## src/rtl/pc_ir_fetch_unit.sv

```systemverilog
// pc_ir_fetch_unit
//   Front end of the LEGv8 datapath. It holds the program counter (PC), the
//   instruction register (IR), the fetched-instruction address (IA) and the
//   registered condition flags. It also runs the instruction-memory ready
//   handshake.
//
// Ports
//   clock, reset     rising-edge clock, synchronous active-high reset
//   PS[1:0]          PC function: 00 hold, 01 PC+4, 1x load branch target
//   PCsel            target source: 0 = in, 1 = IA + (constant << 2)
//   IL, SL           instruction load (fetch) and status load requests
//   in[63:0]         register value used for BR/BLR/RET targets
//   constant[63:0]   sign-extended word offset
//   imem_data/ready  instruction word at imem_addr and its valid flag
//   alu_flags[3:0]   live ALU {V,C,N,Z}
//   imem_addr        current PC
//   instruction      IR
//   status[4:0]      {V_r,C_r,N_r,Z_r,Z_live}
//   PC4              IA + 4 (link value)
//   stall            fetch waiting on memory; freezes the control unit
//   align_fault      sticky flag, set by a misaligned branch target
//   fetch_count      number of completed fetches (wraps)
module pc_ir_fetch_unit #(
  parameter logic [63:0] RESET_PC = 64'h0
) (
  input  logic        clock,
  input  logic        reset,
  input  logic [1:0]  PS,
  input  logic        PCsel,
  input  logic        IL,
  input  logic        SL,
  input  logic [63:0] in,
  input  logic [63:0] constant,
  input  logic [31:0] imem_data,
  input  logic        imem_ready,
  input  logic [3:0]  alu_flags,
  output logic [63:0] imem_addr,
  output logic [31:0] instruction,
  output logic [4:0]  status,
  output logic [63:0] PC4,
  output logic        stall,
  output logic        align_fault,
  output logic [31:0] fetch_count
);

  typedef enum logic {ST_READY, ST_WAIT} state_t;

  state_t             state_p0, state_nxt;
  logic [63:0]        pc_p0, ia_p0;
  logic [31:0]        ir_p0;
  logic [3:0]         flags_p0;
  logic               fault_p0;
  logic [31:0]        fcnt_p0;

  logic               fetch_go;
  logic               pc_go;
  logic signed [63:0] offset;
  logic [63:0]        target;
  logic               target_bad;

  // Clear the two byte-offset bits so the PC always stays word aligned.
  function automatic logic [63:0] word_align(input logic [63:0] t);
    return t & ~64'd3;
  endfunction

  function automatic logic is_misaligned(input logic [63:0] t);
    return (t & 64'd3) != 64'd0;
  endfunction

  assign stall    = IL & ~imem_ready;
  assign fetch_go = IL & imem_ready;
  // PS applies whenever we are not stalled; a stalled fetch ignores PS.
  assign pc_go    = ~stall;

  // Relative targets use the address of the instruction now in the IR (the
  // old IA when a fetch and a branch share a cycle). The sum wraps at 64 bits.
  assign offset     = $signed(constant) <<< 2;
  assign target     = PCsel ? (ia_p0 + $unsigned(offset)) : in;
  assign target_bad = is_misaligned(target);

  // FSM: tracks an outstanding fetch; stall is the same in both states.
  always_comb begin
    state_nxt = state_p0;
    case (state_p0)
      ST_READY: if (IL && !imem_ready) state_nxt = ST_WAIT;
      ST_WAIT:  if (imem_ready)        state_nxt = ST_READY;
      default:                         state_nxt = ST_READY;
    endcase
  end

  // Stage p0: architectural state registers
  always_ff @(posedge clock) begin
    if (reset) begin
      state_p0 <= ST_READY;
      pc_p0    <= RESET_PC;
      ia_p0    <= 64'd0;
      ir_p0    <= 32'd0;
      flags_p0 <= 4'd0;
      fault_p0 <= 1'b0;
      fcnt_p0  <= 32'd0;
    end else begin
      state_p0 <= state_nxt;
      if (fetch_go) begin
        ir_p0   <= imem_data;
        ia_p0   <= pc_p0;
        fcnt_p0 <= fcnt_p0 + 32'd1;
      end
      if (pc_go) begin
        case (PS)
          2'b00:   pc_p0 <= pc_p0;
          2'b01:   pc_p0 <= pc_p0 + 64'd4;
          default: begin
            pc_p0 <= word_align(target);
            if (target_bad) fault_p0 <= 1'b1;
          end
        endcase
      end
      // Flag updates go through even while stalled.
      if (SL) flags_p0 <= alu_flags;
    end
  end

  assign imem_addr   = pc_p0;
  assign instruction = ir_p0;
  assign status      = {flags_p0, alu_flags[0]};
  assign PC4         = ia_p0 + 64'd4;
  assign align_fault = fault_p0;
  assign fetch_count = fcnt_p0;

endmodule
```

## config.mk

```make
export PLATFORM = sky130hd
export DESIGN_NAME = pc_ir_fetch_unit
export DESIGN_NICKNAME = d
export VERILOG_FILES = /design/src/rtl/pc_ir_fetch_unit.sv
export SDC_FILE = /design/constraint.sdc
export NUM_CORES = 1
export LEC_CHECK = 0
export CORE_MARGIN = 1.5
export CORE_UTILIZATION = 55
export CTS_CLUSTER_DIAMETER = 80
export DETAILED_ROUTE_END_ITERATION = 6
export DONT_BUFFER_PORTS = 1
export PLACE_DENSITY = 0.78
export SETUP_SLACK_MARGIN = 0.15
export SKIP_CTS_REPAIR_TIMING = 1
export SLEW_MARGIN = 25
export SYNTH_ARGS = -nofsm -noshare
export SYNTH_HDL_FRONTEND = slang
export SYNTH_SLANG_ARGS = --single-unit
```

## constraint.sdc

```tcl
create_clock -name clock -period 4.7 [get_ports clock]
set_input_delay 0.705 -clock clock [delete_from_list [all_inputs] [get_ports clock]]
set_output_delay 0.705 -clock clock [all_outputs]
set_load 0.05 [all_outputs]
```

Yosys cells after proc, flatten, opt, wreduce, memory -nomap -nowiden
Cells that the tools add are included.

Register bits: 197. Output and inout port bits: 199.

Add/subtract/negate cells: 4. Equality and inequality tests: 1. Muxes and demuxes: 2. Bitwise logic cells: 6. Reductions and logical operators: 5.

Operators with widths (count): adder 64 x 3 -> 64 bit (second input constant) (2); case mux 64 bit (2 select lines) (1); adder 64 bit (1); 2-to-1 mux 64 bit (1); nonzero test 64 bit (1); adder 32 x 1 -> 32 bit (second input constant) (1); inverter 1 bit (4); AND reduction 3 bit (1); AND 1 bit (2); == test 2 x 1 -> 1 bit (second input constant) (1); zero test 2 bit (1); AND reduction 2 bit (1); OR reduction 2 bit (1).

Logic depth before layout (Yosys ltp)
Gate-level depths: netlist of run 1.

Word-level depth: 4. Gate-level depth with buffers: 13. Depth with buffers taken out: 12.

Least setup slack after synthesis of run 1
Ideal clock, no wire load.

Path type: flip-flop to output port. Start: register ia_p0[13]. End: output port PC4[63]. Data arrival time: 3.194 ns. Required time: 3.995 ns. Setup slack: 0.801 ns. Cell stages (with the launch flop): 13. Path buffers: 2. Cells stage by stage: dfxtp_1 and4_1 nand3_1 nor2_1 and3_1 buf_2 nand2_1 nor4_1 and3_1 clkbuf_1 and2b_1 nand4_1 xnor2_1.

Longest elaborated chain between the ends: 1.

Ends and longest elaborated chain: start, declared (line 49) `logic [63:0] pc_p0, ia_p0;`; start signal, assigned (line 105) `ia_p0 <= pc_p0;`; adder 64 x 3 -> 64 bit (line 126) `assign PC4 = ia_p0 + 64'd4;`; end, declared (line 40) `output logic [63:0] PC4,`.

Every way passes these cells.

Worst setup path in the final report of run 1
Start: register ia_p0[14]. End: output port PC4[63].

Same word-level chain as after synthesis.

==> implementation parameters, run 1 <==
Parameter                              Value

Run status
  Status    complete, no violations

Placed design
  Final Wtd Congestion    1.04
  Count of placed standard cells including taps    2258
  Count of input and output buffers    0
  Sum of net half-perimeters after detailed placement    35000 um

Run
  Max-capacitance violation count    0

GRT
  Overall Global Routing Usage    34.1%
  Number of global-route vias before repair    13500
  Overflow after GRT    0
  Pin count of the biggest net entering global routing    184
  Global-route wire length before repair    71400 um
  Initial antenna violation count    2

Hold path
  Classification of the worst-slack hold path    input pin to flop

Detailed routing
  DRC viols    0
  Total length of routed met2 wires    21600 um
  Post-DR wirelength/cell    20.6 um
  Residual antenna-violating net count after detailed routing    0
  Top sig layer    met4
  Routed met1 length    18700 um
  First DRT Iteration DRCs    1478
  Final WL    47100 um
  Met3 wire length    4870 um
  Detailed-route vias per instance    6.44
  Overall via count from detail_route    14800
  DR pass1 iterations    6

Critical path
  Arrival time of the worst setup path    3.70 ns
  Critical path peak fanout    6
  Kind of critical path    flop to output port
  Critical path capture point type    output port
  Cell Chain, Critical Path    and4_1, nand3_1, nor2_1, and3_1, nand2_2, nor4_1, buf_4, and3_1, and2b_1, nand4_1, xnor2_1, buf_4
  CP max stage delay    0.47 ns
  Worst-path cell with the longest stage delay    sky130_fd_sc_hd__dfxtp_1
  Startpoint kind of the worst setup timing path    flop
  CP top delay family    simple AND/OR/NAND/NOR gates
  Required time worst endpoint    3.99 ns
  Crit path buf inv count    2

Die
  Number of I/O pins    371
  Number of placement rows    58
  Die area    0.0263 mm2
  Height of the die    162 um
  Effective utilization at floorplan    55.7%
  Overall die width    162 um
  Core Area    0.0250 mm2

Clocking
  Buffer levels on the longest clock path    2
  Clk sink count    193
  Deepest level of the CTS H-tree    4
  Total CTS buffers    17
  Clk pin slew, worst setup/hold paths    0.09 ns
  CTS tree    built
  Library cell used as clock root buffer    sky130_fd_sc_hd__clkbuf_16
  Clock network latency to the later pin of the worst-skew pair    0.45 ns

Pwr
  Power density relative to cell area    293 mW/mm2
  Total Power Consumption    0.00446 W
  Worst supply voltage drop on vdd    0.239 mV
  Lkg Pwr    6.00 nW

STA
  F_max    227 MHz
  Setup repair after global routing missed its margin    yes
  WHS    0.332 ns
  Max-slew violations    0
  Headroom to the max-slew limit    26.5%
  Number of endpoints with negative hold slack in the final report    0
  Worst Skew    0.0183 ns
  Setup Total Neg Slack    0 ns
  Slew at the pin with the worst max-slew slack    1.09 ns
  Portion of the clock cycle consumed by the worst path in the final layout    93.7%
  Setup-failing EPs final    0
  Final critical delay including setup and external delays    4.40 ns

Finish
  Footprint of the flip-flops and latches    0.00386 mm2
  Final non-filler cell total    2292
  Count of filler cells inserted in the layout    2306
  Final-stage net count    2184
  Fraction of final layout cells sized beyond drive strength 1    8.67%
  Most common library cell in the layout ignoring fill and taps    sky130_fd_sc_hd__nand2_1
  Synth-to-Final Area Change    9.70%
  Multi-input gate area in the final layout    0.00954 mm2
  Final design utilization    61.1%
  Most frequent cells in the layout    357 x sky130_fd_sc_hd__nand2_1, 252 x sky130_fd_sc_hd__a21oi_1, 193 x sky130_fd_sc_hd__dfxtp_1

Synth
  Number of synthesized flops with an enable pin    0
  Synth cell types    79
  Post-synth top flop    sky130_fd_sc_hd__dfxtp_1
  Netlist area before placement    0.0139 mm2
  Average cell area after synthesis    7.11 um2
  Synthesis-stage register bit count    193
  Yosys top cell by area    sky130_fd_sc_hd__dfxtp_1
  Gate Count Post-Synth    1957
  Proportion of register bits with asynchronous set or reset after synthesis    0%
  Post-synthesis sequential area ratio    27.8%
  Share of Yosys cell area claimed by the top area cell type    27.8%
  Total of warnings raised by yosys    0
  Cell types occupying the most area after synthesis    sky130_fd_sc_hd__dfxtp_1 28%, sky130_fd_sc_hd__nand2_1 9.7%, sky130_fd_sc_hd__a21oi_1 9.1%
## synth_stat cells (all sizes together), types with 7 or more instances
master and instances:
nor4 17, nand2b 9, xnor2 80, mux2 7, ha 64, a221oi 12, and2 14, nor3 31
o211ai 9, nor2b 10, nand4 48, mux2i 27, a31oi 17, or2 10, buf 32, nor2 171
inv 25, o31ai 8, a21o 39, o21ai 107, dfxtp 193, a21oi 252, and3 38, clkbuf 92
and4 8, nand2 360, o21a 13, nand3 95, or3 8, a211oi 19, o21bai 14, xor2 57
## state kept, by name (all words and copies together) (netlist names)
register,count
ia_p0,62
imem_addr,62
fetch_count,32
instruction,32
flags_p0,4
align_fault,1
## layout make-up
class                      instances  share of cell area (%)
sequential                       193                    25.3
clock inverter                    15                    1.51
antenna                            2                  0.0328
tap                              330                    2.71
inverter                          25                   0.615
timing repair buffer              92                    4.53
clock buffer                      17                    2.79
multi-input combinational       1618                    62.5
## path summary, 6_finish.rpt
path,from,to,slack (ns),cells past startpoint
setup / recovery,ia_p0[14],PC4[63],0.30,12
hold / removal,reset,ia_p0[55],0.33,1
hold reg to reg,ia_p0[26],ia_p0[26],0.49,2
setup reg to reg,ia_p0[5],imem_addr[59],1.05,11
## where the power goes
group | internal, W | leakage [nW] | switching (W)
Clock | 0.000765 | 0.316 | 0.000864
Sequential | 0.00172 | 1.58 | 0.000265
Combinational | 0.000282 | 4.11 | 0.000572
Total | 0.00276 | 6.00 | 0.00170
## metal layers
metal,track usage [%],vias up
met5,0,-
met4,13.6,0
met3,8.30,129
met2,56.8,827
met1,42.5,6874
li1,-,6924
## metrics by stage
stage               worst slack [ns]  cell area, um2
floorplan                      0.801           13900
global placement               0.908           14600
detailed placement             0.799           14600
CTS                            0.297           15200
global route                   0.140           15300
finish                         0.296           15300
## cell families after synthesis
logic type      after synthesis  synth area share (%)
compound gates              542                  23.4
xor+xnor                    137                  8.63
fa+ha+maj                    65                  5.90
buf+inv                     149                  4.22
flops                       193                  27.8
mux                          34                  2.51
other cells                   1                0.0270
simple gates                836                  27.5
(Power assumes the default switching activity.)
==> run 2, diff against run 1 <==
--- a/config.mk
+++ b/config.mk
@@ -7,6 +7,7 @@
 export LEC_CHECK = 0
 export CORE_MARGIN = 1.5
 export CORE_UTILIZATION = 55
+export CTS_BUF_LIST = sky130_fd_sc_hd__clkbuf_8 sky130_fd_sc_hd__clkbuf_16
 export CTS_CLUSTER_DIAMETER = 80
 export DETAILED_ROUTE_END_ITERATION = 6
 export DONT_BUFFER_PORTS = 1
==> results of run 2 <==
No change in the layout: final DEF, timing and power equal those of run 1.
